## config.mk

```make
export PLATFORM = sky130hd
export DESIGN_NAME = load_store_unit
export DESIGN_NICKNAME = d
export VERILOG_FILES = /design/src/rtl/load_store_unit.sv
export SDC_FILE = /design/constraint.sdc
export NUM_CORES = 1
export LEC_CHECK = 0
export BUFFER_PORTS_ARGS = -buffer_cell sky130_fd_sc_hd__buf_2
export CORE_UTILIZATION = 43
export CTS_BUF_LIST = sky130_fd_sc_hd__clkbuf_4
export DETAILED_ROUTE_END_ITERATION = 10
export PLACE_DENSITY = 0.77
export SETUP_SLACK_MARGIN = 0.4
export SYNTH_ARGS = -nofsm -noshare
export SYNTH_HDL_FRONTEND = slang
export SYNTH_SLANG_ARGS = --single-unit
```

## constraint.sdc

```tcl
create_clock -name clock -period 3.1 [get_ports clock]
set_input_delay 0.62 -clock clock [delete_from_list [all_inputs] [get_ports clock]]
set_output_delay 0.62 -clock clock [all_outputs]
set_load 0.05 [all_outputs]
```

## src/rtl/load_store_unit.sv

```systemverilog
// Multicycle load/store unit: funct3 decode, req/ack memory handshake, byte-lane steering, load extension.
// Define LSU_MISALIGN_TRAP_EN to trap misaligned accesses; otherwise they are silently aligned down.
module load_store_unit #(
  parameter int XLEN    = 64,
  parameter int TIMEOUT = 15
) (
  input  logic              clock,
  input  logic              reset,
  input  logic              start,
  input  logic              is_store,
  input  logic [2:0]        funct3,
  input  logic [XLEN-1:0]   addr,
  input  logic [XLEN-1:0]   wdata,
  output logic              busy,
  output logic              done,
  output logic              err,
  output logic [XLEN-1:0]   rdata,
  output logic              mem_req,
  output logic              mem_we,
  output logic [XLEN-1:0]   mem_addr,
  output logic [XLEN-1:0]   mem_wdata,
  output logic [XLEN/8-1:0] mem_be,
  input  logic              mem_ack,
  input  logic [XLEN-1:0]   mem_rdata
);

  localparam int NB   = XLEN / 8;
  localparam int OFFW = $clog2(NB);
  localparam int CW   = (TIMEOUT < 2) ? 1 : $clog2(TIMEOUT + 1);

  localparam logic [1:0] S_IDLE = 2'd0;
  localparam logic [1:0] S_REQ  = 2'd1;
  localparam logic [1:0] S_RESP = 2'd2;
  localparam logic [1:0] S_ERR  = 2'd3;

  logic [1:0]      state_q,    state_d;
  logic            is_store_q, is_store_d;
  logic [2:0]      funct3_q,   funct3_d;
  logic [XLEN-1:0] addr_q,     addr_d;
  logic [XLEN-1:0] wdata_q,    wdata_d;
  logic [CW-1:0]   cnt_q,      cnt_d;
  logic [XLEN-1:0] rdata_q,    rdata_d;

  // Decode of the incoming request, evaluated only when start is accepted
  logic illegal;
  logic misaligned;

  always_comb begin
    illegal = (funct3 == 3'b111) || (is_store && funct3[2]) ||
              ((XLEN == 32) && ((funct3 == 3'b011) || (funct3 == 3'b110)));
  end

`ifdef LSU_MISALIGN_TRAP_EN
  logic [OFFW-1:0] in_mask;
  always_comb begin
    in_mask    = OFFW'((4'd1 << funct3[1:0]) - 4'd1);
    misaligned = |(addr[OFFW-1:0] & in_mask);
  end
`else
  always_comb begin
    misaligned = 1'b0;
  end
`endif

  // Lane steering from the latched request; the offset is forced to natural alignment
  logic [3:0]        sz_bytes;
  logic [OFFW-1:0]   size_mask;
  logic [OFFW-1:0]   off;
  logic [OFFW+2:0]   lane_shift;
  logic [6:0]        fw;
  logic [XLEN-1:0]   field_mask;
  logic [XLEN-1:0]   field_top;
  logic [NB-1:0]     be_full;
  logic [NB-1:0]     be_lane;
  logic [XLEN-1:0]   wdata_lane;
  logic [XLEN-1:0]   rd_shift;
  logic              sign_ext;
  logic [XLEN-1:0]   load_ext;

  always_comb begin
    sz_bytes   = 4'd1 << funct3_q[1:0];
    size_mask  = OFFW'(sz_bytes - 4'd1);
    off        = addr_q[OFFW-1:0] & ~size_mask;
    lane_shift = {off, 3'b000};
    fw         = 7'd8 << funct3_q[1:0];
    field_mask = ~({XLEN{1'b1}} << fw);
    field_top  = field_mask ^ (field_mask >> 1);
    be_full    = ~({NB{1'b1}} << sz_bytes);
    be_lane    = be_full << off;
    wdata_lane = (wdata_q & field_mask) << lane_shift;
    rd_shift   = mem_rdata >> lane_shift;
    // Signed B/H/W replicate the field MSB; D and the unsigned codes do not
    sign_ext   = !funct3_q[2] && (funct3_q[1:0] != 2'b11) && (|(rd_shift & field_top));
    load_ext   = (rd_shift & field_mask) | ({XLEN{sign_ext}} & ~field_mask);
  end

  always_comb begin
    state_d    = state_q;
    is_store_d = is_store_q;
    funct3_d   = funct3_q;
    addr_d     = addr_q;
    wdata_d    = wdata_q;
    cnt_d      = cnt_q;
    rdata_d    = rdata_q;
    case (state_q)
      S_IDLE: begin
        if (start) begin
          is_store_d = is_store;
          funct3_d   = funct3;
          addr_d     = addr;
          wdata_d    = wdata;
          cnt_d      = '0;
          state_d    = (illegal || misaligned) ? S_ERR : S_REQ;
        end
      end
      S_REQ: begin
        if (mem_ack) begin
          if (!is_store_q) begin
            rdata_d = load_ext;
          end
          cnt_d   = '0;
          state_d = S_RESP;
        end else if ((TIMEOUT != 0) && (cnt_q == CW'(TIMEOUT - 1))) begin
          cnt_d   = '0;
          state_d = S_ERR;
        end else begin
          cnt_d = cnt_q + CW'(1);
        end
      end
      S_RESP:  state_d = S_IDLE;
      S_ERR:   state_d = S_IDLE;
      default: state_d = S_IDLE;
    endcase
  end

  always_ff @(posedge clock or negedge reset) begin
    if (!reset) begin
      state_q    <= S_IDLE;
      is_store_q <= 1'b0;
      funct3_q   <= 3'b000;
      addr_q     <= '0;
      wdata_q    <= '0;
      cnt_q      <= '0;
      rdata_q    <= '0;
    end else begin
      state_q    <= state_d;
      is_store_q <= is_store_d;
      funct3_q   <= funct3_d;
      addr_q     <= addr_d;
      wdata_q    <= wdata_d;
      cnt_q      <= cnt_d;
      rdata_q    <= rdata_d;
    end
  end

  // Memory-side outputs are qualified by REQ so they read as zero outside an access
  always_comb begin
    busy      = (state_q != S_IDLE);
    done      = (state_q == S_RESP) || (state_q == S_ERR);
    err       = (state_q == S_ERR);
    rdata     = rdata_q;
    mem_req   = (state_q == S_REQ);
    mem_we    = mem_req && is_store_q;
    mem_addr  = mem_req ? {addr_q[XLEN-1:OFFW], {OFFW{1'b0}}} : '0;
    mem_wdata = mem_req ? wdata_lane : '0;
    mem_be    = mem_req ? be_lane : '0;
  end

endmodule

```

==> qor.csv, run 1 <==
metric,value,unit
run_status,"complete, no violations",
worst_clock_skew,0.0428,ns
maximum_buffer_depth_of_the_clock_tree,3,
die_h,160,µm
nNetsFinal,1685,
peakVddDrop,0.791,mV
post-layout-total-power,21300,µW
portBuffers,401,
vias,10900,
synth-edff-count,0,
cts.htree.levels,2,
overflow,0,
synth_area_per_cell,10.7,µm²
antenna_violating_nets_left,0,
finalHoldViolations,0,
clk_latency,0.70,ns
start_util,44.1,%
first_iter_violations,1157,
clkSinkCount,202,
drt-total-wl,44000,µm
worstMarginPinSlew,1.09,ns
leakagePower,0.00767,µW
maxCapViolCount,0,
cts_made_buffers,55,
place_inst,1678,
drcViolationCount,0,
synth.ff_latch_count,202,
post-route-util,66.6,%
netlist_instances,1009,
slew-limit-headroom,26.9,%
gp_congestion,0.947,
ff2ff_setup_slack,0.44,ns
crit_path_max_fanout,6,
dieWidth,160,µm
worst_ep_arrival_time,2.43,ns
n_fill_cell,1801,
critPathCaptureType,primary output,
per_cell_via_count_in_the_routed_design,5.86,
final_max_tran_viols,0,
core_area,24500,µm²
synth_seq_area_share,46.8,%
synthArstFlopShare,100,%
grt_setup_unrepaired,true,
number_of_global_route_vias_before_repair,10800,
io_pins,405,
finalNonFillerCells,1855,
netlist_area,10800,µm²
worst_ep_required_time,2.48,ns
synth-warning-count,0,
grt_first_pass_wirelength,61500,µm
most-common-layout-cells,"sky130_fd_sc_hd__buf_2 (267), sky130_fd_sc_hd__dfrtp_1 (199), sky130_fd_sc_hd__mux2_2 (130)",
most_common_cell_after_layout_fill_and_taps_aside,sky130_fd_sc_hd__buf_2,
finalSetupViolations,0,
placement_rows,57,
antenna_found_initial,7,
final_min_period_over_clock_period,98.3,%
maximum_number_of_pins_on_one_net_before_global_route_repair,84,
synth_ff_type,sky130_fd_sc_hd__dfrtp_1,
critPathKind,register to primary output,
hpwlAfterDp,26900,µm
yosysUniqueCellTypes,64,
area_of_the_die,25700,µm²
areaGrowthSynthToFinish,51.0,%
cts_root_buf,sky130_fd_sc_hd__clkbuf_4,
track_usage,30.8,%
holdCritPathClass,input port to register,
tritoncts,done,
drt_pre_antenna_iters,9,
post_route_cells_drive_above_1_share,59.0,%
clkSlewWorstSetupHoldPaths,0.08,ns
layout_min_cycle_time,3.05,ns
drt-wirelength-per-cell,23.7,µm
timing.fmax,328,MHz
powerDensity,1310,nW/µm²
timing.critical_path.from_type,register,
-- timing repair --
action,4_1_cts,5_1_grt
cloned,6,5
endpoints found under the hold margin,79,0
hold buffers,1,0
setup endpoints to repair,135,163
setup buffers,37,23
gates resized for setup,311,146
pin swaps,27,56
-- cell type report --
type | count | area (µm²) | area share [%]
diodes | 7 | 17.5 | 0.107
clock buffers | 87 | 653 | 4.01
clock inverters | 11 | 53.8 | 0.330
inverters | 5 | 35.0 | 0.215
multi-input cells | 714 | 6080 | 37.3
flip-flops and latches | 202 | 5060 | 31.1
well taps | 324 | 405 | 2.49
repair buffers | 505 | 3990 | 24.5
-- Yosys cell counts, drive strengths merged, types with 7 or more instances --
cell | number | area (µm²)
nor2 | 73 | 279
buf | 57 | 348
mux2 | 130 | 1460
mux4 | 7 | 158
a31oi | 17 | 106
dfrtp | 202 | 5050
mux2i | 30 | 300
nand3 | 50 | 355
o2bb2ai | 8 | 70.1
o211ai | 7 | 52.6
nor2b | 19 | 119
a221oi | 14 | 123
clkbuf | 35 | 131
nand2 | 70 | 265
a22oi | 35 | 263
a2bb2oi | 8 | 70.1
o21a | 9 | 67.6
and2 | 74 | 463
and3 | 18 | 113
o21ai | 41 | 209
a211oi | 22 | 183
a21oi | 24 | 124
a22o | 8 | 70.1
-- sequential cells by signal (all words and copies together) (netlist names) --
signal,cells
addr_q,64
rdata,64
wdata_q,64
cnt_q,4
funct3_q,3
state_q,2
is_store_q,1
-- critical path, stage by stage, from the launching register on --
cell	delay, ns
sky130_fd_sc_hd__dfrtp_4	0.54
sky130_fd_sc_hd__buf_6	0.17
sky130_fd_sc_hd__o21a_1	0.23
sky130_fd_sc_hd__a31oi_4	0.26
sky130_fd_sc_hd__a2bb2oi_1	0.29
sky130_fd_sc_hd__nor2_2	0.06
sky130_fd_sc_hd__buf_4	0.21
-- worst paths after layout --
| check | start | depth (start not counted) | to |
|---|---|---|---|
| worst max-delay path | funct3_q[1]$_DFFE_PN0P_ | 6 | mem_wdata[41] |
| worst min-delay path | wdata[59] | 2 | wdata_q[59]$_DFFE_PN0P_ |
| worst max register to register | funct3_q[1]$_DFFE_PN0P_ | 10 | rdata[36]$_DFFE_PN0P_ |
| worst min register to register | cnt_q[3]$_DFFE_PN0P_ | 1 | cnt_q[3]$_DFFE_PN0P_ |
| max in group asynchronous | reset | 3 | rdata[33]$_DFFE_PN0P_ |
| min in group asynchronous | reset | 2 | wdata_q[63]$_DFFE_PN0P_ |
-- where the power goes --
group	internal, µW	switching, µW
Combinational	5420	8340
Sequential	3940	1110
Clock	1270	1200
-- metal layers --
layer  wire (µm)  vias up  global-route usage, %
met1       16200     5271                   38.8
met2       21300      809                   50.5
met4        2110        2                   13.3
met5          13        -                      0
li1            -     4628                      -
met3        4420      165                   7.49
-- stage by stage --
stage	worst slack, ns	instance area, µm²	setup TNS [ns]	hold WS [ns]
2_1_floorplan	0.297	10900	0	0.324
3_3_place_gp	0.540	13200	0	0.468
3_5_place_dp	0.509	13200	0	0.486
4_1_cts	0.115	15400	0	0.0934
5_1_grt	-0.0593	16300	-0.151	0.107
6_report	0.0524	16300	0	0.165
-- cell families (layout without fill, tap and decap cells) --
group,count (synthesis),after routing,share of synthesized area [%]
flip-flops,202,202,46.8
AND/OR/NAND/NOR,331,333,16.7
multiplexers,167,167,17.8
adder cells (fa/ha/maj),2,2,0.232
other,1,10,0.0347
AO/OA/AOI/OAI,209,209,13.8
buffers and inverters,97,608,4.61
No activity file was read; power rests on OpenSTA's default activity.
==> inputs of run 2 (changes only) <==
RECOVER_POWER = 25   (was unset)
SKIP_LAST_GASP = 1   (was unset)
==> run 2 against run 1 <==
Net effect: the run now ends with capacitance limit, slew limit left; worst setup slack got worse by 0.0034 ns; die area did not move; routed wire length fell by 0.19%; via count fell by 0.40%; combinational power barely moved; critical path type unchanged; largest cell class unchanged; largest power group unchanged.
==> qor.csv, run 2 (synthesis gave the netlist of run 1 again) <==
metric,value,unit
run_status,"complete, but fails checks",
failed_checks,"capacitance limit, slew limit",
peakVddDrop,0.791,mV
overflow,0,
worst_ep_required_time,2.48,ns
cts_made_buffers,55,
drcViolationCount,0,
placement_rows,57,
final_max_tran_viols,83,
cp_startpoint,funct3_q[1]$_DFFE_PN0P_,
portBuffers,401,
cts.htree.levels,2,
dieWidth,160,µm
critPathCaptureType,primary output,
start_util,44.1,%
final_min_period_over_clock_period,98.4,%
die_h,160,µm
antenna_violating_nets_left,0,
powerDensity,1310,nW/µm²
maximum_number_of_pins_on_one_net_before_global_route_repair,84,
ff_latch_area,5060,µm²
leakagePower,0.00766,µW
finalSetupViolations,0,
number_of_global_route_vias_before_repair,10800,
track_usage,30.8,%
maximum_buffer_depth_of_the_clock_tree,3,
crit_path_max_fanout,6,
timing.critical_path.from_type,register,
drt-wirelength-per-cell,23.7,µm
hpwlAfterDp,26900,µm
maxCapViolCount,1,
regToRegEndpoint,rdata[33]$_DFFE_PN0P_,
vias,10800,
worstMarginPinSlew,2.25,ns
layout_min_cycle_time,3.05,ns
areaGrowthSynthToFinish,50.8,%
multi_input_area,6080,µm²
critPathKind,register to primary output,
finalHoldViolations,0,
clkSlewWorstSetupHoldPaths,0.08,ns
timing.fmax,328,MHz
antenna_found_initial,7,
clkSinkCount,202,
slew-limit-headroom,-49.7,%
post_route_cells_drive_above_1_share,58.9,%
grt_setup_unrepaired,true,
drt_pre_antenna_iters,6,
most_common_cell_after_layout_fill_and_taps_aside,sky130_fd_sc_hd__buf_2,
n_fill_cell,1804,
timing.rr.start,funct3_q[1]$_DFFE_PN0P_,
clk_latency,0.70,ns
gp_congestion,0.947,
first_iter_violations,1130,
tritoncts,done,
area_of_the_die,25700,µm²
most-common-layout-cells,"sky130_fd_sc_hd__buf_2 (267), sky130_fd_sc_hd__dfrtp_1 (199), sky130_fd_sc_hd__mux2_2 (130)",
worst_setup_path_endpoint,mem_wdata[63],
io_pins,405,
worst_slack,0.0490,ns
per_cell_via_count_in_the_routed_design,5.84,
reg2regPathDepth,10,
cts_root_buf,sky130_fd_sc_hd__clkbuf_4,
core_area,24500,µm²
worst_ep_arrival_time,2.43,ns
placement_stage_worst_setup_slack,0.509,ns
finalSetupTns,0,ns
ff2ff_setup_slack,0.43,ns
drt-total-wl,43900,µm
worst_clock_skew,0.0347,ns
holdCritPathClass,input port to register,
grt_first_pass_wirelength,61500,µm
nNetsFinal,1685,
## run 2: report_power, final
group          switching (µW)  leakage (µW)  internal (µW)
sequential               1110       0.00243           3940
clock                    1200      0.000418           1270
combinational            8340       0.00482           5410
## run 2: cell type report
type / instances / share of cell area, %
antenna: 7 / 0.108
clock buffer: 87 / 4.01
clock inverter: 11 / 0.331
inverter: 5 / 0.215
multi-input combinational: 714 / 37.4
sequential: 202 / 31.1
tap: 324 / 2.49
timing repair buffer: 505 / 24.4
## run 2: through the flow
step / hold slack, ns / total power, µW / std cells / instance area (µm²) / utilization [%]
floorplan: 0.324 / 12600 / 1011 / 10900 / -
global placement: 0.468 / 15100 / 1678 / 13200 / 54.2
detailed placement: 0.486 / 15300 / 1678 / 13200 / 54.2
CTS: 0.0934 / 19700 / 1820 / 15400 / 63.1
global route: 0.107 / 22100 / 1854 / 16300 / 66.5
finish: 0.157 / 21300 / 1855 / 16300 / 66.5
## run 2: worst max-delay path: stages (launching register included)
cell                      delay [ns]
sky130_fd_sc_hd__dfrtp_4        0.54
sky130_fd_sc_hd__buf_12         0.15
sky130_fd_sc_hd__nor2_4         0.12
sky130_fd_sc_hd__buf_6          0.15
sky130_fd_sc_hd__a31oi_4        0.13
sky130_fd_sc_hd__o21ai_4        0.23
sky130_fd_sc_hd__a22oi_1        0.12
sky130_fd_sc_hd__nor2_2         0.14
sky130_fd_sc_hd__buf_6          0.18
## run 2: how the worst min path moves through the flow
| stage | start | to | slack (ns) | cells past startpoint |
|---|---|---|---|---|
| floorplan | reset | addr_q[0]$_DFFE_PN0P_ | 0.32 | 0 |
| global placement | cnt_q[3]$_DFFE_PN0P_ | cnt_q[3]$_DFFE_PN0P_ | 0.47 | 1 |
| detailed placement | cnt_q[3]$_DFFE_PN0P_ | cnt_q[3]$_DFFE_PN0P_ | 0.49 | 1 |
| CTS | addr[22] | addr_q[22]$_DFFE_PN0P_ | 0.09 | 2 |
| global route | addr[56] | addr_q[56]$_DFFE_PN0P_ | 0.11 | 2 |
| finish | wdata[59] | wdata_q[59]$_DFFE_PN0P_ | 0.16 | 2 |
## run 2: metal layers
| metal | vias up | part of all wire [%] | GRT usage, % |
|---|---|---|---|
| met5 | - | 0.030 | 0 |
| met4 | 2 | 4.5 | 13.3 |
| met3 | 143 | 9.2 | 7.49 |
| met2 | 744 | 49 | 50.5 |
| met1 | 5308 | 38 | 38.8 |
| li1 | 4635 | - | - |
## run 2: repair_timing
item	in CTS	in global routing
setup buffers	37	23
pin swaps	27	56
endpoints found under the hold margin	79	0
cloned	6	5
hold buffers	1	0
gates resized for setup	311	146
endpoints found under the setup margin	135	163
==> inputs of run 3 (changes only) <==
ABC_AREA = 0   (was unset)
GPL_TIMING_DRIVEN = 0   (was unset)
HOLD_SLACK_MARGIN = 0.02   (was unset)
==> run 3 against run 2 <==
Net effect: the flow finishes with violations (capacitance limit, slew limit, setup timing); total power is 6.9% higher; clock power is 2% lower; largest power group unchanged; clock skew shrank 0.0045 ns; first-iteration DRC count decreased by 1.9%; hold slack got worse by 0.0040 ns.
==> qor.csv, run 3 (synthesis gave the netlist of run 1 again) <==
metric,value,unit
reg2regPathDepth,6,
cts_root_buf,sky130_fd_sc_hd__clkbuf_4,
maximum_number_of_pins_on_one_net_before_global_route_repair,119,
gp_congestion,0.964,
post_route_cells_drive_above_1_share,63.0,%
run_status,"complete, but fails checks",
area_of_the_die,25700,µm²
n_fill_cell,1673,
cts_made_buffers,54,
worst_path_depth,9,
min_delay_worst_endpoint,addr_q[1]$_DFFE_PN0P_,
track_usage,34.6,%
finalSetupTns,-0.108,ns
io_pins,405,
antenna_found_initial,10,
ff2ff_setup_slack,0.52,ns
failed_checks,"capacitance limit, slew limit, setup timing",
worst_path_dominant_cell_family,buffers and inverters,
most_frequent_cell_on_the_critical_path,sky130_fd_sc_hd__buf_6,
critPathMaxStageDelay,0.39,ns
critPathKind,register to primary output,
grt_setup_unrepaired,true,
maximum_buffer_depth_of_the_clock_tree,3,
finalSetupViolations,4,
portBuffers,401,
holdPathStages,3,
drt-total-wl,47300,µm
critical_path.n_buffers_inverters,5,
drcViolationCount,0,
timing.critical_path.from_type,register,
drt_pre_antenna_iters,5,
per_cell_via_count_in_the_routed_design,5.87,
final_max_tran_viols,85,
number_of_global_route_vias_before_repair,11600,
cell_by_cell_trace_of_the_critical_path,buf_6 -> buf_12 -> clkbuf_16 -> o21a_1 -> a31oi_4 -> buf_6 -> a2bb2oi_2 -> nor2_2 -> buf_6,
vias,11300,
core_area,24500,µm²
overflow,0,
cp_slowest_cell,sky130_fd_sc_hd__dfrtp_1,
placement_rows,57,
holdCritStartpoint,addr[1],
ff_latch_area,5060,µm²
start_util,44.1,%
powerDensity,1320,nW/µm²
worst_clock_skew,0.0301,ns
peakVddDrop,0.741,mV
clkSlewWorstSetupHoldPaths,0.07,ns
areaGrowthSynthToFinish,59.6,%
regToRegEndpoint,addr_q[18]$_DFFE_PN0P_,
clkSinkCount,202,
leakagePower,0.00812,µW
worst_ep_arrival_time,2.54,ns
first_iter_violations,1109,
most-common-layout-cells,"sky130_fd_sc_hd__buf_2 (289), sky130_fd_sc_hd__dfrtp_1 (201), sky130_fd_sc_hd__mux2_2 (130)",
final_min_period_over_clock_period,102,%
antenna_violating_nets_left,0,
drt-wirelength-per-cell,24.5,µm
maxCapViolCount,1,
grt_first_pass_wirelength,68100,µm
cts.htree.levels,2,
hold_ws,0.154,ns
tritoncts,done,
timing.fmax,317,MHz
timing.rr.start,state_q[0]$_DFFE_PN0P_,
die_h,160,µm
multi_input_area,6230,µm²
critPathCaptureType,primary output,
hpwlAfterDp,30400,µm
worstMarginPinSlew,2.25,ns
clk_latency,0.69,ns
slew-limit-headroom,-50.2,%
holdCritPathClass,input port to register,
most_common_cell_after_layout_fill_and_taps_aside,sky130_fd_sc_hd__buf_2,
nNetsFinal,1765,
finalHoldViolations,0,
crit_path_max_fanout,7,
layout_min_cycle_time,3.16,ns
worst_ep_required_time,2.48,ns
worst_slack,-0.0556,ns
dieWidth,160,µm
## run 3: report_power, final
part | switching (µW) | leakage, µW | internal, µW
Combinational | 8840 | 0.00529 | 6450
Sequential | 1080 | 0.00243 | 3940
Clock | 1180 | 0.000406 | 1250
## run 3: worst max path at each step
stage                                        from                     end  slack, ns
after floorplan            state_q[1]$_DFFE_PN0P_               mem_be[6]       0.30
after global placement                      reset  addr_q[34]$_DFFE_PN0P_      -2.12
after detailed placement  funct3_q[0]$_DFFE_PN0P_               mem_be[3]      -0.04
after CTS                   addr_q[0]$_DFFE_PN0P_           mem_wdata[36]      -0.01
after global routing      funct3_q[0]$_DFFE_PN0P_           mem_wdata[40]      -0.14
final                     funct3_q[0]$_DFFE_PN0P_           mem_wdata[40]      -0.06
## run 3: cell type report
class                   instances  area share, %
flip-flops and latches        202           29.4
inverters                       5          0.203
clock inverters                11          0.400
multi-input cells             715           36.1
well taps                     324           2.35
plain buffers                  92           5.02
repair buffers                493           22.9
clock buffers                  80           3.49
diodes                          9          0.131
## run 3: through the flow
step / area (µm²) / cells / setup slack [ns] / utilization [%] / power, µW
final: 17200 / 1931 / -0.0556 / 70.4 / 22700
after global routing: 17200 / 1930 / -0.141 / 70.4 / 23600
after CTS: 16400 / 1889 / -0.0110 / 67.0 / 21000
after detailed placement: 13400 / 1737 / -0.0357 / 54.7 / 15500
after global placement: 13300 / 1736 / -2.12 / 54.6 / 15200
after floorplan: 10900 / 1011 / 0.297 / - / 12600
## run 3: tightest hold or removal path, delay by kind of cell
kind	cells	cell delay, ns
and+or+nand+nor	1	0.04
buffers and inverters	1	0.08
AOI/OAI and AO/OA	1	0.06
## run 3: routing by layer
metal	vias to the layer above	routed length, µm	track usage [%]
met5	-	8	0
met4	2	2580	17.4
met3	191	4780	8.37
met2	806	23000	57.5
met1	5552	17000	41.7
li1	4793	-	-
## run 3: repair_timing
| action | 4_1_cts | 5_1_grt |
|---|---|---|
| gates resized for setup | 507 | 138 |
| setup endpoints to repair | 135 | 133 |
| pin swaps | 57 | 62 |
| gates cloned | 5 | 6 |
| hold buffers | 1 | 0 |
| hold endpoints to repair | 84 | 0 |
| setup buffers | 55 | 27 |
